--- src/rtl/vga_plot_arbiter.sv ---
// Round-robin burst arbiter onto the single VGA plot port; 1-cycle registered pixel path.
// Optional idle-owner forced release under ARB_TIMEOUT_EN.
module vga_plot_arbiter #(
   parameter int NUM_REQ = 2,
   parameter int X_MAX   = 159,
   parameter int Y_MAX   = 119,
   parameter int TIMEOUT = 64
) (
   input  logic                 i_clk,
   input  logic                 i_rst,
   input  logic [NUM_REQ-1:0]   i_req_valid,
   input  logic [NUM_REQ-1:0]   i_req_last,
   input  logic [8*NUM_REQ-1:0] i_req_x,
   input  logic [7*NUM_REQ-1:0] i_req_y,
   input  logic [3*NUM_REQ-1:0] i_req_colour,
   output logic [NUM_REQ-1:0]   o_req_ready,
   output logic [7:0]           o_vga_x,
   output logic [6:0]           o_vga_y,
   output logic [2:0]           o_vga_colour,
   output logic                 o_vga_plot,
   output logic [2:0]           o_grant_id,
   output logic                 o_busy,
   output logic [15:0]          o_clip_cnt
);

   typedef enum logic {S_IDLE, S_OWN} state_t;

   state_t       r_state;
   logic [2:0]   r_rr_ptr;
   logic [2:0]   r_grant;
   logic [7:0]   r_x;
   logic [6:0]   r_y;
   logic [2:0]   r_colour;
   logic         r_plot;
   logic [15:0]  r_clip;
`ifdef ARB_TIMEOUT_EN
   logic [15:0]  r_idle_cnt;
`endif

   logic [NUM_REQ-1:0] w_rot;
   logic [NUM_REQ-1:0] w_ready;
   logic [3:0]         w_sum;
   logic [2:0]         w_sel;
   logic [2:0]         w_next;
   logic [7:0]         w_x;
   logic [6:0]         w_y;
   logic [2:0]         w_colour;
   logic               w_own_valid;
   logic               w_own_last;
   logic               w_in_range;

   // Rotate valids so bit 0 is rr_ptr; the lowest set bit wins.
   always_comb begin
      w_rot = NUM_REQ'({i_req_valid, i_req_valid} >> r_rr_ptr);
      w_sum = '0;
      w_sel = r_rr_ptr;
      for (int k = NUM_REQ - 1; k >= 0; k--) begin
         if (w_rot[k]) begin
            w_sum = {1'b0, r_rr_ptr} + 4'(k);
            if (w_sum >= 4'(NUM_REQ)) begin
               w_sum = w_sum - 4'(NUM_REQ);
            end
            w_sel = w_sum[2:0];
         end
      end
   end

   always_comb begin
      w_ready  = (r_state == S_OWN) ? (NUM_REQ'(1) << r_grant) : '0;
      w_x      = '0;
      w_y      = '0;
      w_colour = '0;
      for (int i = 0; i < NUM_REQ; i++) begin
         if (w_ready[i]) begin
            w_x      = i_req_x[8*i +: 8];
            w_y      = i_req_y[7*i +: 7];
            w_colour = i_req_colour[3*i +: 3];
         end
      end
      w_own_valid = |(i_req_valid & w_ready);
      w_own_last  = |(i_req_last & w_ready);
      w_in_range  = (w_x <= 8'(X_MAX)) && (w_y <= 7'(Y_MAX));
      w_next      = (r_grant == 3'(NUM_REQ - 1)) ? 3'd0 : r_grant + 3'd1;
   end

   always_ff @(posedge i_clk or posedge i_rst) begin
      if (i_rst) begin
         r_state    <= S_IDLE;
         r_rr_ptr   <= '0;
         r_grant    <= '0;
         r_x        <= '0;
         r_y        <= '0;
         r_colour   <= '0;
         r_plot     <= 1'b0;
         r_clip     <= '0;
`ifdef ARB_TIMEOUT_EN
         r_idle_cnt <= '0;
`endif
      end else begin
         r_plot <= 1'b0;
         case (r_state)
            S_IDLE: begin
               if (|i_req_valid) begin
                  r_grant    <= w_sel;
                  r_state    <= S_OWN;
`ifdef ARB_TIMEOUT_EN
                  r_idle_cnt <= '0;
`endif
               end
            end
            S_OWN: begin
               if (w_own_valid) begin
                  if (w_in_range) begin
                     r_x      <= w_x;
                     r_y      <= w_y;
                     r_colour <= w_colour;
                     r_plot   <= 1'b1;
                  end else if (r_clip != 16'hFFFF) begin
                     r_clip <= r_clip + 16'd1;
                  end
                  if (w_own_last) begin
                     r_state  <= S_IDLE;
                     r_rr_ptr <= w_next;
                  end
`ifdef ARB_TIMEOUT_EN
                  r_idle_cnt <= '0;
`endif
               end
`ifdef ARB_TIMEOUT_EN
               else if (r_idle_cnt == 16'(TIMEOUT - 1)) begin
                  r_state    <= S_IDLE;
                  r_rr_ptr   <= w_next;
                  r_idle_cnt <= '0;
               end else begin
                  r_idle_cnt <= r_idle_cnt + 16'd1;
               end
`endif
            end
            default: r_state <= S_IDLE;
         endcase
      end
   end

   assign o_req_ready  = w_ready;
   assign o_vga_x      = r_x;
   assign o_vga_y      = r_y;
   assign o_vga_colour = r_colour;
   assign o_vga_plot   = r_plot;
   assign o_grant_id   = r_grant;
   assign o_busy       = (r_state == S_OWN);
   assign o_clip_cnt   = r_clip;

endmodule

--- config.mk ---
export PLATFORM = sky130hd
export DESIGN_NAME = vga_plot_arbiter
export DESIGN_NICKNAME = d
export VERILOG_FILES = /design/src/rtl/vga_plot_arbiter.sv
export SDC_FILE = /design/constraint.sdc
export NUM_CORES = 1
export LEC_CHECK = 0
export CAP_MARGIN = 20
export CORE_MARGIN = 2
export CORE_UTILIZATION = 44
export CTS_CLUSTER_SIZE = 30
export DETAILED_ROUTE_END_ITERATION = 6
export PLACE_DENSITY = 0.82
export SYNTH_ARGS = -nofsm -noshare
export SYNTH_HDL_FRONTEND = slang
export SYNTH_SLANG_ARGS = --single-unit
--- constraint.sdc ---
create_clock -name i_clk -period 2.4 [get_ports i_clk]
set_input_delay 0.6 -clock i_clk [delete_from_list [all_inputs] [get_ports i_clk]]
set_output_delay 0.6 -clock i_clk [all_outputs]
set_load 0.05 [all_outputs]
# ---- Word level (Yosys, flattened, before mapping)
# Cells that the tools add are included.
# Widths: inputs -> output; s select.
dict set report classes {
  addsub 5
  n_lt_le_gt_ge 4
  eq_ne 2
  n_shift 2
  mux 19
  bitwise_logic 4
  n_reduce_logical 8
}
# cell n
set op_table {}
lappend op_table {{$mux 3} 7}
lappend op_table {{$add 16x1->16 const B} 1}
lappend op_table {{$mux 8} 2}
lappend op_table {{$ne 16x16->1 const B} 1}
lappend op_table {{$mux 7} 2}
lappend op_table {{$le 8x8->1 const B} 1}
lappend op_table {{$le 7x7->1 const B} 1}
lappend op_table {{$mux 1} 6}
lappend op_table {{$reduce_and 3->1} 2}
lappend op_table {{$reduce_or 2->1} 3}
lappend op_table {{$sub 3x2->3 const B} 2}
lappend op_table {{$add 3x1->4 const B} 1}
lappend op_table {{$and 2x2->2} 2}
lappend op_table {{$ge 4x2->1 const B} 1}
lappend op_table {{$reduce_and 4->1} 1}
lappend op_table {{$shr 4x3->2} 1}
lappend op_table {{$add 3x1->3 const B} 1}
lappend op_table {{$eq 3x1->1 const B} 1}
lappend op_table {{$ge 3x2->1 const B} 1}
lappend op_table {{$shl 1x3->2 const A} 1}
lappend op_table {{$mux 2} 1}
lappend op_table {{$not 1->1} 2}
lappend op_table {{$pmux 1 s2} 1}
lappend op_table {{$reduce_and 2->1} 1}
lappend op_table {{$logic_and 1x1->1} 1}
dict set report word_totals {
  regBits 42
  out_inout_bits 41
}

# ---- Depth between registers and ports, before layout
dict set report logic_depth {
  ltp_word 9
  depth_mapped 8
  depth_no_buf 7
}

# ---- Least setup slack after synthesis
# OpenSTA, ideal clock, no wires.
dict set report synth_path {
  kind {register -> output}
  start {register r_state (netlist: o_busy)}
  end {output port o_req_ready[1]}
  arrival_time_ps 1825
  required_ps 1800
  setup_slack_ps -25
  stages_incl_launch_ff 5
  n_path_buf 2
  path_cell_list {dfrtp_1 buf_2 nand2_1 nor2_1 clkbuf_1}
}
dict set report synth_via {
  elab_chain_cells 1
}
# item line
set synth_rtl {}
lappend synth_rtl {{start: declaration} 28} ;# state_t r_state;
lappend synth_rtl {{start signal: assignment} 88} ;# r_state <= S_IDLE;
lappend synth_rtl {{start signal: assignment} 105} ;# r_state <= S_OWN;
lappend synth_rtl {{start signal: assignment} 122} ;# r_state <= S_IDLE;
lappend synth_rtl {{$mux 2} 69} ;# w_ready = (r_state == S_OWN) ? (NUM_REQ'(1) << r_grant) : '0;
lappend synth_rtl {{end: declaration} 16} ;# output logic [NUM_REQ-1:0] o_req_ready,
# Every way passes these cells.

# ---- Worst setup path in the final report
dict set report layout_path {
  start {register r_state (netlist: o_busy)}
  end {output port o_busy}
}
# item line
set layout_rtl {}
lappend layout_rtl {{end: declaration} 22} ;# output logic o_busy,
# No word-level cell between the ends.

==> flow_summary_export.csv <==
group,metric,value,unit
run_status,status,"finished, final reports clean",
clock_network,clock-sinks,42,
pwr,powerDensity,1330,nW/um^2
synth,syn-mean-instance-area,9.96,sq um
finish,finalNonFillerCells,382,
floorplanning,pin_count,83,
synth,synth_mux_area_share,9.03,%
sta,slew_violations,0,
clock_network,ctsHoldBuffers,0,
place,dp.cells,374,
synth,synthAdderAreaFrac,1.70,%
place,place_congestion,0.791,
sta,worst_slack,163,ps
clock_network,clk_latency,300,ps
global_routing,grt_pass1_vias,1836,
place,placed_cell_area,3190,sq um
pwr,power.switching,2070,uW
finish,drive_gt1_share,12.7,%
route,routed_wirelength,5280,microns
synth,ys.flop_type,"dfrtp_1",
finish,diodes,0,
finish,post-route-util,69.0,%
worst_setup_path,crit_family,"buffers and inverters",
synth,ys_warn_count,0,
synth,yosysUniqueCellTypes,40,
floorplanning,initial_core_util,46.0,%
worst_setup_path,crit_chain,"clkdlybuf4s50_1",
synth,synth_fp_nets,266,
global_routing,grt_pass1_wl,8410,microns
route,antenna_left,0,
clock_network,cts_max_path_buffers,2,
sta,final-hold-violation-count,0,
finish,num-fill-cells,388,
finish,area_growth,49.9,%
synth,post_synth_main_area_contributors,"dfrtp_1 (48%), nor2_1 (5.6%), xor2_1 (4.8%)",
sta,fin_crit,2240,ps
sta,setup_viol,0,
pwr,leakagePower,0.00144,uW
pwr,seq_power_share,26.0,%
sta,holdWs,489,ps
route,vias_per_cell,5.10,
synth,yosys.area_share.simple,19.2,%
synth,synth_seq_cells,42,
route,wire_per_inst,13.8,microns
pwr,ir_worst_vdd,0.723,mV
place,port_buffers,82,
synth,seq_area_frac_synth,47.7,%
worst_setup_path,crit_arrival,1640,ps
floorplanning,die_h,74.7,microns
clock_network,numCtsBuffers,5,
worst_setup_path,crit_required,1800,ps
pwr,p_sw_share,47.1,%
pwr,internal-power,2330,uW
synth,synth_compound_area_share,12.7,%
hold_path,min_path_type,"reg2reg",
clock_network,ctsResizeCount,0,
place,hpwl,3890,microns
floorplanning,die-area,5590,sq um
route,vias,1950,
place,dp_slack,-23.3,ps
synth,synth_enable_flop_cells,0,
finish,nNetsFinal,359,
run,cap_violations,0,
clock_network,cts_max_level,2,
pwr,pwr-share-comb,61.1,%
global_routing,antenna_found_initial,0,
clock_network,root_buffer,"clkbuf_8",
global_routing,overflow,0,
global_routing,track_usage,20.0,%
synth,yosysTopAreaCell,"dfrtp_1",
synth,syn_area,2200,sq um
sta,rsz0062_at_grt,"false",
floorplanning,core-area,4790,sq um
worst_setup_path,max_stage_delay,850,ps
clock_network,post_cts_buffers,0,
worst_setup_path,critPathBufInv,1,
floorplanning,num_rows,25,
worst_setup_path,cp_max_fo,9,
sta,max_freq,447,MHz
route,drc,0,
worst_setup_path,startpoint_type,"flip-flop",
synth,synthCells,221,
sta,tightest_slew,528,ps
clock_network,cts.clk_slew.worst_paths,80,ps
synth,synth.most_common_cell,"dfrtp_1",
sta,relSlewSlack,64.7,%
sta,finalClockSkew,4.59,ps
finish,design_area,3300,sq um
worst_setup_path,crit_type,"reg2out",
sta,fin_crit_sh,93.2,%
synth,synth_top_area_share,47.7,%
floorplanning,die_w,74.7,microns
clock_network,cts_tree,"yes",
route,first_iter_violations,107,
pwr,p_clk_share,12.9,%
synth,synth_common_cells,"dfrtp_1 (42), nor2_1 (33), a21oi_1 (18), nand2_1 (13)",
synth,ys_async_sr_fraction,100,%
worst_setup_path,worst_setup_path_end_kind,"output port",
global_routing,grt_max_degree,43,
worst_setup_path,worst_path_max_delay_cell,"clkdlybuf4s50_1",
synth,synth_top_family_by_area,"simple AND/OR/NAND/NOR gates",
synth,synth_xor_area_share,5.17,%
route,dr.pass1.iters,4,
## kinds of logic (layout without fill, tap and decap cells)
group	after synthesis	in the layout
compound gates	44	44
fa+ha+maj	3	3
mux	18	18
buf+inv	17	111
flops	42	42
simple gates	84	84
xor+xnor	13	13
## worst paths after layout
check	from	to	slack, ps	cells past startpoint
min	o_vga_y[3]	o_vga_y[3]	490	1
max	o_busy	o_busy	160	1
min reg2reg	o_vga_y[3]	o_vga_y[3]	490	1
max reg2reg	o_grant_id[0]	o_clip_cnt[14]	270	6
max in group asynchronous	i_rst	r_rr_ptr[1]	1320	3
min in group asynchronous	i_rst	o_vga_y[0]	720	3
## cell usage in the layout, fill, tap and decap left out, types with 6 or more instances in the layout
cell type,synthesis,final
a21oi_1,18,18
a22oi_1,11,11
buf_4,2,13
clkdlybuf4s50_1,0,79
dfrtp_1,42,42
inv_1,6,6
mux2_1,9,9
mux2i_1,6,6
nand2_1,13,13
nand3_1,12,12
nor2_1,33,33
nor3_1,9,9
o21ai_0,8,8
xor2_1,12,12
## metal layers
layer	up-vias	part of all wire (%)	GRT usage, %
met5	-	0	0
met4	0	1.5	7.74
met1	918	43	24.5
met3	8	7.9	5.09
li1	961	-	-
met2	63	48	34.1
## cell type report
cell class | count | area [sq um] | share of cell area, %
inverters | 7 | 26.3 | 0.796
multi-input cells | 162 | 1060 | 32.1
clock inverters | 3 | 43.8 | 1.33
clock buffers | 5 | 68.8 | 2.08
well taps | 67 | 83.8 | 2.54
flip-flops and latches | 42 | 1050 | 31.8
repair buffers | 96 | 968 | 29.3
## state kept, by name, summed over array words and instances (netlist names)
register / cells
o_vga_y: 7
o_vga_plot: 1
r_rr_ptr: 3
o_vga_colour: 3
o_busy: 1
o_clip_cnt: 16
o_vga_x: 8
o_grant_id: 3
## power groups by stage
stage               sequential [uW]  combinational [uW]  clock, uW
detailed placement             1160                2710          0
finish                         1140                2690        567
CTS                            1150                2720        580
global route                   1190                2880        616
floorplan                      1880                1000          0
global placement               1140                2660          0
## metrics by stage
stage                     setup TNS [ps]  total power (uW)
after floorplan                        0              2880
after global placement                 0              3810
after detailed placement           -27.7              3870
after CTS                              0              4440
after global routing                   0              4680
final                                  0              4400
No activity file was read; power rests on OpenSTA's default activity.
